$ cat src/rtl/two_digit_countdown_pkg.sv
// Shared definitions for the two-digit BCD countdown timer: FSM states,
// digit limits, 7-segment glyphs and the small helpers built on them.
package two_digit_countdown_pkg;

    typedef enum logic [1:0] {
        ST_IDLE  = 2'd0,
        ST_RUN   = 2'd1,
        ST_PAUSE = 2'd2,
        ST_DONE  = 2'd3
    } state_t;

    localparam logic [3:0] BCD_MAX   = 4'd9;

    // Segment order {g,f,e,d,c,b,a}, active-high
    localparam logic [6:0] SEG_0     = 7'h3F;
    localparam logic [6:0] SEG_1     = 7'h06;
    localparam logic [6:0] SEG_2     = 7'h5B;
    localparam logic [6:0] SEG_3     = 7'h4F;
    localparam logic [6:0] SEG_4     = 7'h66;
    localparam logic [6:0] SEG_5     = 7'h6D;
    localparam logic [6:0] SEG_6     = 7'h7D;
    localparam logic [6:0] SEG_7     = 7'h07;
    localparam logic [6:0] SEG_8     = 7'h7F;
    localparam logic [6:0] SEG_9     = 7'h6F;
    localparam logic [6:0] SEG_BLANK = 7'h00;

    function automatic logic [3:0] bcd_clamp(input logic [3:0] d);
        logic [3:0] r;
        if (d > BCD_MAX) begin
            r = BCD_MAX;
        end else begin
            r = d;
        end
        return r;
    endfunction

    function automatic logic [6:0] bcd_to_seg(input logic [3:0] d);
        logic [6:0] s;
        case (d)
            4'd0:    s = SEG_0;
            4'd1:    s = SEG_1;
            4'd2:    s = SEG_2;
            4'd3:    s = SEG_3;
            4'd4:    s = SEG_4;
            4'd5:    s = SEG_5;
            4'd6:    s = SEG_6;
            4'd7:    s = SEG_7;
            4'd8:    s = SEG_8;
            4'd9:    s = SEG_9;
            default: s = SEG_BLANK;
        endcase
        return s;
    endfunction

endpackage

$ cat src/rtl/two_digit_countdown_digit_down.sv
// One BCD digit decrementer: 0 wraps to 9 and raises borrow for the next digit.
module bcd_digit_down
    import two_digit_countdown_pkg::*;
(
    input  logic [3:0] digit,
    input  logic       dec,
    output logic [3:0] next,
    output logic       borrow
);

    // Decrement with wrap-to-nine when requested, otherwise pass through
    always_comb begin
        next   = digit;
        borrow = 1'b0;
        if (dec) begin
            if (digit == 4'd0) begin
                next   = BCD_MAX;
                borrow = 1'b1;
            end else begin
                next   = digit - 4'd1;
                borrow = 1'b0;
            end
        end else begin
            next   = digit;
            borrow = 1'b0;
        end
    end

endmodule

$ cat src/rtl/two_digit_countdown.sv
// Two-digit BCD countdown timer: loadable preset, run/pause on a button edge,
// stops at 00 with done held; drives raw BCD and 7-segment digits.
module two_digit_countdown
    import two_digit_countdown_pkg::*;
#(
    parameter int TICK_DIV = 50_000_000
) (
    input  logic       clk,
    input  logic       rst,
    input  logic       load,
    input  logic [3:0] preset_1,
    input  logic [3:0] preset_10,
    input  logic       toggle,
    output logic [3:0] bcd_1,
    output logic [3:0] bcd_10,
    output logic [6:0] seg_1,
    output logic [6:0] seg_10,
    output logic       done
);

    localparam int             PW         = (TICK_DIV > 1) ? $clog2(TICK_DIV) : 1;
    localparam logic [PW-1:0]  PRESC_LAST = PW'(TICK_DIV - 1);

    state_t        r_state;
    state_t        w_state_nxt;
    logic [3:0]    r_ones;
    logic [3:0]    r_tens;
    logic [3:0]    w_ones_nxt;
    logic [3:0]    w_tens_nxt;
    logic [PW-1:0] r_presc;
    logic [PW-1:0] w_presc_nxt;
    logic          r_toggle_q;
    logic          r_done;
    logic          w_done_nxt;
    logic          w_rise;
    logic          w_tick;
    logic          w_is_zero;
    logic          w_is_one;
    logic [3:0]    w_ones_dec;
    logic [3:0]    w_tens_dec;
    logic          w_ones_borrow;
    logic          w_tens_borrow;

    assign w_rise    = toggle & ~r_toggle_q;
    assign w_is_zero = (r_tens == 4'd0) && (r_ones == 4'd0);
    assign w_is_one  = (r_tens == 4'd0) && (r_ones == 4'd1);
    // A tick only counts when nothing of higher priority claims the edge
    assign w_tick    = (r_state == ST_RUN) && (r_presc == PRESC_LAST) && !load && !w_rise;

    bcd_digit_down u_ones (
        .digit  (r_ones),
        .dec    (w_tick),
        .next   (w_ones_dec),
        .borrow (w_ones_borrow)
    );

    bcd_digit_down u_tens (
        .digit  (r_tens),
        .dec    (w_ones_borrow),
        .next   (w_tens_dec),
        .borrow (w_tens_borrow)
    );

    // Next-state, next-count and prescaler logic; priority load > rise > tick
    always_comb begin
        w_state_nxt = r_state;
        w_ones_nxt  = r_ones;
        w_tens_nxt  = r_tens;
        w_presc_nxt = r_presc;
        w_done_nxt  = 1'b0;
        if (load) begin
            w_state_nxt = ST_IDLE;
            w_ones_nxt  = bcd_clamp(preset_1);
            w_tens_nxt  = bcd_clamp(preset_10);
            w_presc_nxt = '0;
        end else begin
            case (r_state)
                ST_IDLE: begin
                    if (w_rise && !w_is_zero) begin
                        w_state_nxt = ST_RUN;
                        w_presc_nxt = '0;
                    end else begin
                        w_state_nxt = ST_IDLE;
                    end
                end
                ST_RUN: begin
                    if (w_rise) begin
                        w_state_nxt = ST_PAUSE;
                    end else if (w_tick) begin
                        w_presc_nxt = '0;
                        // Tens borrow would mean decrementing 00: pin at zero instead
                        if (w_tens_borrow) begin
                            w_ones_nxt  = 4'd0;
                            w_tens_nxt  = 4'd0;
                            w_state_nxt = ST_DONE;
                        end else begin
                            w_ones_nxt  = w_ones_dec;
                            w_tens_nxt  = w_tens_dec;
                            w_state_nxt = w_is_one ? ST_DONE : ST_RUN;
                        end
                    end else begin
                        w_presc_nxt = r_presc + PW'(1);
                    end
                end
                ST_PAUSE: begin
                    if (w_rise) begin
                        w_state_nxt = ST_RUN;
                        w_presc_nxt = '0;
                    end else begin
                        w_state_nxt = ST_PAUSE;
                    end
                end
                ST_DONE: begin
                    w_state_nxt = ST_DONE;
                    w_ones_nxt  = 4'd0;
                    w_tens_nxt  = 4'd0;
                end
                default: begin
                    w_state_nxt = ST_IDLE;
                    w_ones_nxt  = 4'd0;
                    w_tens_nxt  = 4'd0;
                    w_presc_nxt = '0;
                end
            endcase
        end
        w_done_nxt = (w_state_nxt == ST_DONE);
    end

    // State, count, prescaler and edge-detect registers
    always_ff @(posedge clk) begin
        if (rst) begin
            r_state    <= ST_IDLE;
            r_ones     <= 4'd0;
            r_tens     <= 4'd0;
            r_presc    <= '0;
            r_done     <= 1'b0;
            r_toggle_q <= 1'b1;
        end else begin
            r_state    <= w_state_nxt;
            r_ones     <= w_ones_nxt;
            r_tens     <= w_tens_nxt;
            r_presc    <= w_presc_nxt;
            r_done     <= w_done_nxt;
            r_toggle_q <= toggle;
        end
    end

    assign bcd_1  = r_ones;
    assign bcd_10 = r_tens;
    assign seg_1  = bcd_to_seg(r_ones);
    assign seg_10 = bcd_to_seg(r_tens);
    assign done   = r_done;

endmodule

$ cat config.mk
export PLATFORM = sky130hd
export DESIGN_NAME = two_digit_countdown
export DESIGN_NICKNAME = d
export VERILOG_FILES = /design/src/rtl/two_digit_countdown_pkg.sv /design/src/rtl/two_digit_countdown_digit_down.sv /design/src/rtl/two_digit_countdown.sv
export SDC_FILE = /design/constraint.sdc
export NUM_CORES = 1
export LEC_CHECK = 0
export CORE_MARGIN = 3
export CORE_UTILIZATION = 57
export DETAILED_ROUTE_END_ITERATION = 16
export PLACE_DENSITY = 0.85
export SKIP_LAST_GASP = 1
export SYNTH_ARGS = -nofsm -noshare
export SYNTH_HDL_FRONTEND = slang
export SYNTH_HIERARCHICAL = 1
export SYNTH_SLANG_ARGS = --single-unit
$ cat constraint.sdc
create_clock -name clk -period 7.3 [get_ports clk]
set_input_delay 1.095 -clock clk [delete_from_list [all_inputs] [get_ports clk]]
set_output_delay 1.095 -clock clk [all_outputs]
set_load 0.02 [all_outputs]
# Word-level counts from Yosys, hierarchy flattened

Memory sizes are Yosys's and may differ from the RTL's. A register that Yosys moved wholly into a read port is not among the register bits.
Index checks and enable logic that the tools add are counted.

Memories kept: 2
Output and inout port bits: 23
Input bits: 12
Flip-flop bits (word level): 38
Word-level logic and storage cells: 81
Bits in read-only memories: 224

Bitwise gates (word level): 2
$lt $le $gt $ge: 2
Add/sub/neg operators: 3
Equality and inequality tests: 12
Reduce and logical (&&, ||, !) cells: 18
Multiplexer cells: 36

Memory list:

| name            | depth | bits a word | read ports | clocked after Yosys merged registers in | wr ports | line                          | text |
|---|---|---|---|---|---|---|---|
| (no name shown) | 16    | 7           | 1          | 1                                       | 0        | two_digit_countdown_pkg.sv:39 | `case (d)` |
| (no name shown) | 16    | 7           | 1          | 1                                       | 0        | two_digit_countdown_pkg.sv:39 |  |

Operators with widths:

| kind                                                                     | count |
|---|---|
| 26-bit two-way mux                                                       | 4 |
| 26-bit case mux with 3 select lines                                      | 1 |
| 4-bit two-way mux                                                        | 17 |
| 26-bit by 1-bit adder with 26-bit output (second input constant)         | 1 |
| 26-bit == test (second input constant)                                   | 1 |
| 4-bit case mux with 2 select lines                                       | 2 |
| 2-bit two-way mux                                                        | 6 |
| 4-bit greater-than comparator (second input constant)                    | 2 |
| 4-bit zero test                                                          | 2 |
| 2-bit case mux with 4 select lines                                       | 1 |
| 4-bit AND reduction                                                      | 2 |
| 4-bit by 1-bit subtractor with 4-bit output (second input constant)      | 2 |
| 2-bit == test (second input constant)                                    | 3 |
| 1-bit logical AND                                                        | 6 |
| 2-bit inequality test (second input constant)                            | 3 |
| 3-bit nonzero test                                                       | 2 |
| 1-bit two-way mux                                                        | 5 |
| 4-bit by 1-bit == test with 1-bit output (second input constant)         | 1 |
| 4-bit by 2-bit inequality test with 1-bit output (second input constant) | 1 |
| 1-bit zero test                                                          | 3 |
| 3-bit by 2-bit inequality test with 1-bit output (second input constant) | 1 |
| 3-bit inequality test (second input constant)                            | 1 |
| 3-bit AND reduction                                                      | 1 |
| 2-bit by 1-bit == test with 1-bit output (second input constant)         | 1 |
| 4 further kinds                                                          | 4 |

# Longest topological paths before layout

Depth after elaboration: 13
Gate-level depth with buffers: 17
Mapped depth without buffers: 17

# Modules after synthesis

The synthesis kept the hierarchy.

By module, submodules not included:

| module              | sequential area each (µm²) | times used | cells an instance | area each (µm²) |
|---|---|---|---|---|
| two_digit_countdown | 1,041.0                    | 1          | 335               | 2,842.7 |
| bcd_digit_down      | 0.0                        | 2          | 11                | 78.8 |

# Worst setup path before layout

No wires, ideal clock.

Path type: input to register
From: input load
To: register seg_10[0] (netlist name)
Setup time: 0.124 ns
Stages on the path: 15
Arrival time: 4.122 ns
Setup slack: 3.054 ns
Cells stage by stage: nor4b_2 nand4_1 nor3_1 nand2b_4 nor4_1 nand2b_4 nor4_1 a211oi_1 a22oi_1 a211oi_4 inv_1 ha_1 inv_1 a21oi_1 o22ai_1

Word-level cells in the longest chain between the ends: 12
Elaborated cells on any way between the ends: 17
Classes of those cells: eq/ne: 3; mux: 9; reduce/logical: 5

Ends and longest elaborated chain:

| item                                                | line                                 | text |
|---|---|---|
| start, declared                                     | two_digit_countdown.sv:10            | `input logic load,` |
| 1-bit zero test (*)                                 | two_digit_countdown.sv:48            | `assign w_tick = (r_state == ST_RUN) && (r_presc == PRESC_LAST) && !load && !w_rise;` |
| 1-bit logical AND (*) (2 in a row)                  | two_digit_countdown.sv:48            |  |
| named net w_tick                                    | two_digit_countdown.sv:36            | `logic w_tick;` |
| 1-bit two-way mux (*)                               | two_digit_countdown_digit_down.sv:15 | `if (dec) begin` |
| named net w_ones_borrow                             | two_digit_countdown.sv:41            | `logic w_ones_borrow;` |
| 1-bit two-way mux (*)                               | two_digit_countdown_digit_down.sv:15 |  |
| named net w_tens_borrow                             | two_digit_countdown.sv:42            | `logic w_tens_borrow;` |
| 4-bit two-way mux                                   | two_digit_countdown.sv:92            | `if (w_tens_borrow) begin` |
| 4-bit two-way mux                                   | two_digit_countdown.sv:89            | `end else if (w_tick) begin` |
| 4-bit two-way mux                                   | two_digit_countdown.sv:87            | `if (w_rise) begin` |
| 4-bit case mux with 2 select lines                  | two_digit_countdown.sv:77            | `case (r_state)` |
| 4-bit two-way mux                                   | two_digit_countdown.sv:71            | `if (load) begin` |
| 4-bit two-way mux (no source line) (*) (2 in a row) | n/a                                  |  |

The timed path passes the listed nets; every way through them passes the cells marked *. The select of a mux whose other input is x is not followed.
A chain may end at the register's enable or synchronous reset.

# Final worst setup path

From: input load
To: register seg_1[3] (netlist name)

Word-level cells in the longest chain between the ends: 12
Elaborated cells on any way between the ends: 16
Classes of those cells: eq/ne: 2; mux: 9; reduce/logical: 5

Ends and longest elaborated chain:

| item                                            | line |
|---|---|
| 1-bit zero test                                 | two_digit_countdown.sv:48 |
| 1-bit logical AND (2 in a row)                  | two_digit_countdown.sv:48 |
| named net w_tick                                | two_digit_countdown.sv:36 |
| 1-bit two-way mux                               | two_digit_countdown_digit_down.sv:15 |
| named net w_ones_borrow                         | two_digit_countdown.sv:41 |
| 1-bit two-way mux                               | two_digit_countdown_digit_down.sv:15 |
| named net w_tens_borrow                         | two_digit_countdown.sv:42 |
| 4-bit two-way mux                               | two_digit_countdown.sv:92 |
| 4-bit two-way mux                               | two_digit_countdown.sv:89 |
| 4-bit two-way mux                               | two_digit_countdown.sv:87 |
| 4-bit case mux with 2 select lines              | two_digit_countdown.sv:77 |
| 4-bit two-way mux                               | two_digit_countdown.sv:71 |
| 4-bit two-way mux (no source line) (2 in a row) | n/a |

The timed path passes the listed nets, and every way through them passes these cells. The select of a mux whose other input is x is not followed.

==> impl_metrics.py <==
metrics = {
    "setup_path": {
        "worst_r2r_path_depth": 16,
        "path_class": "in -> reg",
        "arrival_ns": 5.34,
        "crit_required_ns": 7.49,
        "worstSetupStartpointType": "input port",
        "end_kind": "flop",
        "critPathMaxFanout": 12,
    },
    "final_layout": {
        "multi_input_area_mm2": 0.001844,
        "nNetsFinal": 410,
        "layout-drive-gt1-share": 0.07513,
        "fill_cells": 432,
        "syn2layout_area_growth_pct": 14.97,
        "n_antenna_cell": 0,
        "stdcell_area_mm2": 0.003450,
        "regArea_mm2": 0.001041,
    },
    "clocking": {
        "clock_latency_ns": 0.30,
        "cts_buffers": 5,
        "clock_sinks": 52,
        "path_clk_slew_ns": 0.09,
        "postCtsSetupRepairBufs": 0,
        "htreeDepth": 2,
        "cts_root_buf": "clkbuf_8",
        "clockBufferDepth": 2,
        "post_cts_resized": 0,
        "cts_tree": "yes",
        "postCtsHoldBufs": 0,
    },
    "grt": {
        "grt_pass1_wl_mm": 11.14,
        "grt_antenna_before_repair": 0,
        "grt_pass1_vias": 2476,
        "globalRouteTotalUtil": 0.2212,
        "grt_max_degree": 29,
        "globalRoute.totalOverflow": 0,
    },
    "floorplanning": {
        "initial_core_util": 0.6110,
        "dieHeight_um": 78.55,
        "die_area_mm2": 0.006170,
        "die_width_um": 78.55,
        "coreArea_mm2": 0.004911,
        "io_pins": 35,
        "rows": 25,
    },
    "synthesis": {
        "ys_types": 55,
        "ys_ff_latch": 52,
        "synth_top_area_frac": 0.3470,
        "synth_ff_type": "dfxtp_1",
        "yosys-top-cells-area": "dfxtp_1 (35%), ha_1 (5.4%), nor2_1 (5.3%)",
        "syn_inst": 357,
        "synth-edff-count": 0,
        "synth.cell_area_mm2": 0.003000,
        "yosysTopAreaCell": "dfxtp_1",
        "synth_common_cells": "dfxtp_1 (52), nor2_1 (42), nand2_1 (32), xor2_1 (17)",
        "ys.warnings.count": 6,
        "syn_area_per_cell_um2": 8.404,
        "syn_nets": 382,
        "yosysSeqAreaShare": 0.3470,
        "yosysMostFrequentCell": "dfxtp_1",
        "async_flop_share": 0,
    },
    "place": {
        "port_buffers": 34,
        "placed_area_mm2": 0.003362,
        "dp_hpwl_mm": 4.926,
        "routabilityCongestion": 0.9348,
    },
    "pwr": {
        "p_per_area_mw_per_mm2": 164.7,
        "switching_power_uw": 161.7,
        "switching_share": 0.2846,
        "power_frac_clock": 0.288,
        "intPower_uw": 406.6,
        "fin_total_pwr_uw": 568.3,
        "seq_power_share": 0.534,
        "ir_drop_uv": 125.3,
        "power.leakage_nw": 1.295,
        "combPwrFrac": 0.178,
    },
    "drt": {
        "drtIter0Drc": 164,
        "wire_per_inst_um": 14.67,
        "first_pass_iters": 4,
        "ant_nets": 0,
        "via_count": 2636,
        "drc": 0,
        "routed_wl_mm": 6.644,
        "post_drt_via_cell_ratio": 5.819,
    },
    "timing": {
        "min_period_over_period": 0.7055,
        "finalSetupViolations": 0,
        "rsz0062_at_grt": "no",
        "relSlewSlack": 0.3348,
        "layout_min_cycle_time_ns": 5.150,
        "tightest_slew_ns": 0.9893,
        "skew_ns": 0.009963,
        "fmax_ghz": 0.1942,
        "maxSlewViolCount": 0,
        "finalSetupTns_ns": 0,
        "finalHoldViolCount": 0,
    },
    "worst_hold_path": {
        "hold_depth": 2,
        "hold_path_class": "reg -> reg",
    },
    "status": {
        "outcome": "completed",
    },
    "job": {
        "drv_cap": 0,
    },
}
[placed cells by master (no fill, tap or decap), types with 5 or more instances in the layout]
cell type | netlist | final
inv_1 | 12 | 12
nor2_1 | 42 | 42
nor2b_1 | 12 | 12
nand3_1 | 10 | 10
mux2_2 | 5 | 5
clkbuf_8 | 0 | 5
clkdlybuf4s50_1 | 0 | 34
nor4_1 | 5 | 5
a211oi_1 | 5 | 5
o21ai_0 | 12 | 12
xnor2_1 | 5 | 5
nor3_1 | 13 | 13
o21a_1 | 5 | 5
mux2i_1 | 5 | 5
nand4_1 | 9 | 9
ha_1 | 13 | 13
a21oi_1 | 12 | 12
nand2b_1 | 5 | 5
o22ai_1 | 10 | 10
a22oi_1 | 8 | 8
dfxtp_1 | 52 | 52
and3_1 | 5 | 5
nand2_1 | 32 | 32
xor2_1 | 17 | 17
[layer usage]
| layer | part of all wire | up-vias | wire (um) | track usage |
|---|---|---|---|---|
| li1 | - | 1334 | - | - |
| met1 | 0.47 | 1241 | 3135 | 0.2846 |
| met2 | 0.48 | 53 | 3218 | 0.3786 |
| met3 | 0.032 | 8 | 210 | 0.03440 |
| met5 | 0 | - | 0 | 0 |
| met4 | 0.012 | 0 | 80 | 0.06818 |
[sequential cells by signal, indices dropped and copies added, names as in the netlist]
register and count:
bcd_1 4, bcd_10 4, done 1, r_presc 26, r_state 2, r_toggle_q 1
seg_1 7, seg_10 7
[critical path, cell delays in order]
cell and delay [ns]:
clkdlybuf4s50_1 0.63, nor4b_2 0.29, nand4_1 0.25, nor3_1 0.50, nand2b_4 0.12, nor4_1 0.53, nand2b_4 0.12, nor4_1 0.38
a211oi_1 0.21, a22oi_1 0.44, a211oi_4 0.15, inv_1 0.15, ha_1 0.16, inv_1 0.04, a21oi_1 0.17, o22ai_1 0.09
[power groups by stage]
stage / clock [mW] / combinational [mW] / sequential (mW)
after floorplan: 0 / 0.0510 / 0.321
after global placement: 0 / 0.0987 / 0.309
after detailed placement: 0 / 0.101 / 0.310
after CTS: 0.168 / 0.101 / 0.303
after global routing: 0.178 / 0.110 / 0.305
final: 0.164 / 0.101 / 0.303
[path summary, 6_finish.rpt]
| path | startpoint | slack (ns) | to |
|---|---|---|---|
| hold / removal | r_presc[13] | 0.52 | r_presc[13] |
| setup reg to reg | r_presc[0] | 2.98 | seg_1[3] |
| hold reg to reg | r_presc[13] | 0.52 | r_presc[13] |
| setup / recovery | load | 2.15 | seg_1[3] |
[through the flow]
| stage | setup slack [ns] | hold slack [ns] | std cells | utilization |
|---|---|---|---|---|
| finish | 2.150 | 0.5187 | 453 | 0.7024 |
| detailed placement | 1.880 | 0.4944 | 445 | 0.6846 |
| floorplan | 3.054 | 0.4664 | 357 | - |
| global route | 1.761 | 0.5557 | 453 | 0.7024 |
| CTS | 2.207 | 0.5174 | 453 | 0.7024 |
| global placement | 2.107 | 0.4910 | 445 | 0.6846 |
[kinds of logic (layout without fill, tap and decap cells)]
logic type	count (synthesis)	in the layout	synth area share
AND/OR/NAND/NOR	160	160	0.2836
AO/OA/AOI/OAI	74	74	0.1772
flip-flops	52	52	0.3470
buffers and inverters	26	55	0.03836
XOR/XNOR	22	22	0.06422
adder cells (fa/ha/maj)	13	13	0.05421
multiplexers	10	10	0.03545
[cell type report]
type	instances	area share
Multi-Input combinational cell	279	0.5346
Sequential cell	52	0.3018
Timing Repair Buffer	35	0.1008
Tap cell	67	0.02430
Clock buffer	5	0.01995
Inverter	12	0.01306
Clock inverter	3	0.005441
Power figures use the tool's default switching activity.
